<file path="src/rtl/dec_exe_pipe_reg.sv">
// dec_exe_pipe_reg: Decode->Execute pipeline register with stall, flush, valid and event counters
module dec_exe_pipe_reg #(
  parameter int DATA_W              = 32,
  parameter int NUM_DATA            = 5,
  parameter int CTRL_W              = 16,
  parameter int RD_W                = 5,
  parameter int CNT_W               = 16,
  parameter int CLEAR_DATA_ON_FLUSH = 0
) (
  input  logic                       CLK,
  input  logic                       RST_N,
  input  logic                       StallE,
  input  logic                       FlushE,
  input  logic                       ValidD,
  input  logic [CTRL_W-1:0]          CtrlD,
  input  logic [NUM_DATA*DATA_W-1:0] DataD,
  input  logic [RD_W-1:0]            RdD,
  input  logic                       CntClr,
  output logic                       ValidE,
  output logic [CTRL_W-1:0]          CtrlE,
  output logic [NUM_DATA*DATA_W-1:0] DataE,
  output logic [RD_W-1:0]            RdE,
  output logic [CNT_W-1:0]           StallCount,
  output logic [CNT_W-1:0]           FlushCount
);
  localparam bit CLR_DATA = (CLEAR_DATA_ON_FLUSH != 0);
  logic                       valid_q, valid_d;
  logic [CTRL_W-1:0]          ctrl_q, ctrl_d;
  logic [NUM_DATA*DATA_W-1:0] data_q, data_d;
  logic [RD_W-1:0]            rd_q, rd_d;
  logic [CNT_W-1:0]           stall_cnt_q, stall_cnt_d;
  logic [CNT_W-1:0]           flush_cnt_q, flush_cnt_d;
  logic                       hold;
  logic                       stall_ev;
  assign hold     = FlushE | StallE;
  assign stall_ev = StallE & ~FlushE;
  // Next state: flush beats stall beats load; control is zeroed whenever the slot is a bubble
  always_comb begin
    valid_d     = FlushE ? 1'b0 : StallE ? valid_q : ValidD;
    ctrl_d      = FlushE ? '0 : StallE ? ctrl_q : (ValidD ? CtrlD : '0);
    data_d      = (FlushE && CLR_DATA) ? '0 : hold ? data_q : DataD;
    rd_d        = (FlushE && CLR_DATA) ? '0 : hold ? rd_q : RdD;
    stall_cnt_d = CntClr ? '0 : (stall_ev && stall_cnt_q != '1) ? stall_cnt_q + CNT_W'(1) : stall_cnt_q;
    flush_cnt_d = CntClr ? '0 : (FlushE && flush_cnt_q != '1) ? flush_cnt_q + CNT_W'(1) : flush_cnt_q;
  end
  // Stage and counter registers, cleared asynchronously by reset
  always_ff @(posedge CLK or negedge RST_N) begin
    if (!RST_N) begin
      valid_q     <= 1'b0;
      ctrl_q      <= '0;
      data_q      <= '0;
      rd_q        <= '0;
      stall_cnt_q <= '0;
      flush_cnt_q <= '0;
    end else begin
      valid_q     <= valid_d;
      ctrl_q      <= ctrl_d;
      data_q      <= data_d;
      rd_q        <= rd_d;
      stall_cnt_q <= stall_cnt_d;
      flush_cnt_q <= flush_cnt_d;
    end
  end
  assign ValidE     = valid_q;
  assign CtrlE      = ctrl_q;
  assign DataE      = data_q;
  assign RdE        = rd_q;
  assign StallCount = stall_cnt_q;
  assign FlushCount = flush_cnt_q;
endmodule

</file>
<file path="config.mk">
export PLATFORM = sky130hd
export DESIGN_NAME = dec_exe_pipe_reg
export DESIGN_NICKNAME = d
export VERILOG_FILES = /design/src/rtl/dec_exe_pipe_reg.sv
export SDC_FILE = /design/constraint.sdc
export NUM_CORES = 1
export LEC_CHECK = 0
export ABC_CLOCK_PERIOD_IN_PS = 2800
export BUFFER_PORTS_ARGS = -buffer_cell sky130_fd_sc_hd__buf_4
export CORE_MARGIN = 2
export CORE_UTILIZATION = 30
export DETAILED_ROUTE_END_ITERATION = 10
export GPL_TIMING_DRIVEN = 0
export PLACE_DENSITY = 0.62
export SLEW_MARGIN = 20
export SYNTH_ARGS = -nofsm -noshare
export SYNTH_HDL_FRONTEND = slang
export SYNTH_SLANG_ARGS = --single-unit
export TNS_END_PERCENT = 10
</file>
<file path="constraint.sdc">
create_clock -name CLK -period 2.8 [get_ports CLK]
set_input_delay 0.14 -clock CLK [delete_from_list [all_inputs] [get_ports CLK]]
set_output_delay 0.14 -clock CLK [all_outputs]
set_load 0.01 [all_outputs]
</file>
Yosys cells after proc, flatten, opt, wreduce, memory -nomap -nowiden
Cells that the tools add are included.

storage, ports and cells
  flip-flop bits (word level) = 214
  input port bits = 187
  output and inout port bits = 214
  logic and storage cells = 27

operators by class
  add/sub/neg operators = 2
  equal/unequal tests = 3
  muxes and demuxes = 9
  bitwise gates (word level) = 3
  reductions and logical operators = 4

operators by type and width
  cell                                                              count
  16-bit 2-to-1 mux                                                 7
  16-bit by 1-bit adder with 16-bit output (second input constant)  2
  16-bit != test (second input constant)                            2
  2-bit nonzero test                                                2
  1-bit logical AND                                                 2
  1-bit 2-to-1 mux                                                  2
  2-bit by 1-bit != test with 1-bit output (second input constant)  1
  1-bit bitwise AND                                                 1
  1-bit NOT                                                         1
  1-bit bitwise OR                                                  1

Depth between registers and ports, before layout
  word-level depth = 5
  mapped depth = 6
  gate-level depth less buffers = 5

Least setup slack after synthesis
Ideal clock, no wire load.

  path kind = reg2reg
  start point = register flush_cnt_q[0], in the netlist FlushCount[0]
  end point = register flush_cnt_q[14], in the netlist FlushCount[14]
  setup time = 125 ps
  data arrival time = 1767 ps
  required time = 2675 ps
  slack = 908 ps
  cell stages (with the launch flop) = 6
  buffers on the path = 0
  period minus slack after synthesis = 1892 ps
  path through = dfrtp_1 > ha_1 > nand4_4 > o41ai_4 > nor4_1 > mux2_2

on the way
  cells in the longest elaborated chain, start to end = 3
  elaborated cells on any way between the ends = 6
  those cells by class = 1 x add/sub; 1 x eq/ne; 2 x mux; 2 x reduce/logical

ends and longest elaborated chain
  what                                                                               RTL line  source
  from (decl)                                                                        32        logic [CNT_W-1:0] flush_cnt_q, flush_cnt_d;
  from (signal assigned)                                                             61        flush_cnt_q <= flush_cnt_d;
  16-bit by 1-bit adder with 16-bit output / 16-bit != test (equally long branches)  44        flush_cnt_d = CntClr ? '0 : (FlushE && flush_cnt_q != '1) ? flush_cnt_q + CNT_W'(1) : flush_cnt_q;
  16-bit 2-to-1 mux / 1-bit logical AND (equally long branches)                      44
  16-bit 2-to-1 mux / 2-bit nonzero test (equally long branches)                     n/a

Parallel ways exist; a longest one is shown, timed or not. The select of a mux whose other input is x is not followed.
A chain may end at the register's enable or synchronous reset.

Final worst setup path
  start point = input FlushE
  end point = register data_q[143], in the netlist DataE[143]

on the way
  cells in the longest elaborated chain, start to end = 1

ends and longest elaborated chain
  what                  RTL line  source
  from (decl)           13        input logic FlushE,
  1-bit bitwise OR      35        assign hold = FlushE | StallE;
  to (signal assigned)  58        data_q <= data_d;
  to (decl)             29        logic [NUM_DATA*DATA_W-1:0] data_q, data_d;

Every way passes these cells.

==> results.cfg <==
[outcome]
status = finished clean

[setup_path]
critPathRequiredTime_ns = 3.20
cp-end-kind = flop
worstPathArrival_ns = 2.61
r2r_cells = 5
startpoint_type = input port
worstSetupPathType = input port to flop
critical_path.max_fanout = 10
reg2reg_slack_ns = 0.69
worstSetupStartpoint = FlushE
reg2reg_from = FlushCount[0]
worstReg2RegEnd = FlushCount[14]

[cts]
max-clock-path-buffers = 3
numCtsBuffers = 25
htreeDepth = 1
post-cts-setup-buffers = 0
cts_root_buf = clkbuf_16
clock-sinks = 214
tritoncts = yes
clkTransAtPathRegs_ns = 0.06
clock_latency_ns = 0.52

[pwr]
peakVddDrop_uv = 523
clockPowerShare_pct = 36.1
comb_power_share_pct = 21.0
p_leak_uw = 0.00683
p_sw_share_pct = 25.5
p_int_uw = 6390
seqPwrFrac_pct = 42.9
switchingPower_uw = 2180
power.density_nw_per_um2 = 584

[layout]
drive_gt1_share_pct = 52.6
antenna_cells = 0
fin_cells = 1588
finish.utilization_pct = 52.6
areaGrowthSynthToFinish_pct = 72.0
nNetsFinal = 1383

[job]
max_cap_viol_count = 0

[sta]
drv_slew = 0
min_period_ns = 2.21
post-route-period-util_pct = 78.9
hold_viol_final = 0
setup_tns_ns = 0
final-setup-viol-count = 0
max_slew_margin_pct = 61.3
worst_pin_slew_ns = 0.566
setup_slack_ns = 0.591
grt_setup_unrepaired = false
fmax_mhz = 453
worst_clock_skew_ns = 0.00910

[synth]
yosys_register_bits = 214
seq_area_frac_synth_pct = 62.7
synth-warning-count = 0
synthTopCellsByArea = dfrtp_1 63%, mux2_2 23%, a22o_1 1.6%
synth_top_area_share_pct = 62.7
yosysTopAreaCell = dfrtp_1
synth_area_um2 = 8530
synth_async_sr_flop_share_pct = 100
syn_nets = 771
syn_inst = 582
syn_area_per_cell_um2 = 14.7
synth_edf_count = 0
yosysMostFrequentCell = dfrtp_1
synth_cell_types = 44
synth-main-ff-cell = dfrtp_1
netlist_top_cells_count = 214 x dfrtp_1, 171 x mux2_2, 19 x buf_2

[drt]
firstDrtPassIters = 4
drt_iter0_markers = 355
drtAntennaViolNets = 0
drc = 0
wirelength_um = 27300
via_per_inst = 4.52
routedWlPerCell_um = 17.2
vias = 7177

[placed_design]
port_buffers = 399
dp.cells = 1361
gp_congestion = 0.769
dp_hpwl_um = 18700
post-place-ws_ns = 0.508

[min_path]
hp-start = StallE
hold_class = input port to flop
holdPathStages = 3
hold_path_end = StallCount[1]

[die]
num_rows = 61
die_w_um = 173
boundaryPins = 401
start_util_pct = 30.6
core_um2 = 27900
die_y_um = 173
die-area_um2 = 29800

[grt]
grt_max_degree = 96
grt_pass1_wl_um = 43600
antenna_found_initial = 0
grt_overflow = 0
grt_usage_pct = 18.0
grt_pass1_vias = 7904
[kinds of logic (layout without fill, tap and decap cells)]
group,after synthesis,count (layout),synth area share (%)
multiplexers,172,172,22.7
adder cells (fa/ha/maj),2,2,0.293
buffers and inverters,33,661,1.86
AO/OA/AOI/OAI,60,60,4.97
flip-flops,214,214,62.7
AND/OR/NAND/NOR,97,97,7.04
XOR/XNOR,4,4,0.411
[per-layer routing]
metal	wire, um	vias to the layer above	global-route usage [%]
li1	-	3355	-
met1	10700	3477	21.6
met2	13900	298	31.9
met3	1800	47	4.16
met4	858	0	5.61
met5	0	-	0
[worst max-delay path, cell delays in order]
cell and delay (ns):
dlygate4sd3_1 0.56, buf_4 0.18, nor2_1 0.44, clkbuf_1 0.47, buf_2 0.42, mux2_2 0.39
[layout make-up]
type	count	area (um^2)
buffer	29	144
clock buffer	36	707
clock inverter	7	67.6
fill	2368	13300
inverter	4	15.0
multi-input combinational	335	3020
sequential	214	5360
tap	378	473
timing repair buffer	585	4900
[power by group through the flow]
stage / Combinational [uW] / Clock (uW) / Sequential, uW
final: 1800 / 3100 / 3680
after global routing: 1930 / 3300 / 3720
after CTS: 1810 / 3190 / 3670
after detailed placement: 1590 / 0 / 3710
after global placement: 1570 / 0 / 3700
after floorplan: 425 / 0 / 3870
[layout by cell type, fill, tap and decap left out, types with 2 or more instances in the layout]
| cell | Yosys | final |
|---|---|---|
| clkbuf_16 | 0 | 25 |
| inv_6 | 0 | 2 |
| and4_1 | 7 | 7 |
| nor4_1 | 2 | 2 |
| clkbuf_8 | 0 | 4 |
| nand3_1 | 12 | 12 |
| nor2_1 | 15 | 15 |
| nand4_1 | 10 | 10 |
| nor2b_1 | 7 | 7 |
| buf_16 | 0 | 2 |
| or3_1 | 7 | 7 |
| a21oi_1 | 18 | 18 |
| dfrtp_1 | 214 | 214 |
| and3_1 | 2 | 2 |
| buf_2 | 19 | 19 |
| clkbuf_1 | 7 | 14 |
| inv_1 | 4 | 4 |
| a22o_1 | 16 | 16 |
| clkinv_2 | 0 | 4 |
| ha_1 | 2 | 2 |
| o21ai_0 | 10 | 10 |
| mux2_2 | 171 | 171 |
| xnor2_1 | 3 | 3 |
| buf_4 | 1 | 399 |
| o31ai_1 | 9 | 9 |
| nor3_1 | 7 | 7 |
| or4_1 | 9 | 9 |
| nand2_1 | 9 | 9 |
| dlygate4sd3_1 | 0 | 184 |
[through the flow]
| stage | cell area, um^2 | total power (uW) | hold WS [ns] |
|---|---|---|---|
| 6_report | 14700 | 8580 | 0.0619 |
| 5_1_grt | 14700 | 8950 | 0.0854 |
| 4_1_cts | 14700 | 8670 | 0.0420 |
| 3_5_place_dp | 12100 | 5310 | 0.0199 |
| 3_3_place_gp | 12000 | 5270 | 0.359 |
| 2_1_floorplan | 8530 | 4300 | -0.156 |
[worst max-delay path by stage]
stage,slack [ns],endpoint
after floorplan,0.91,FlushCount[14]
final,0.59,DataE[143]
after detailed placement,0.51,DataE[141]
after CTS,0.48,DataE[148]
after global routing,0.38,DataE[143]
after global placement,-0.11,DataE[100]
[flip-flops by register name (all words and copies together), names as in the netlist]
name and cells:
CtrlE 16, FlushCount 16, StallCount 16, RdE 5, ValidE 1, DataE 160
[what timing repair did]
item / 4_1_cts / 5_1_grt
endpoints found under the hold margin: 397 / 0
resized for setup: 0 / 0
hold buffers: 184 / 0
Note: power is estimated with default switching activity, not from simulation.
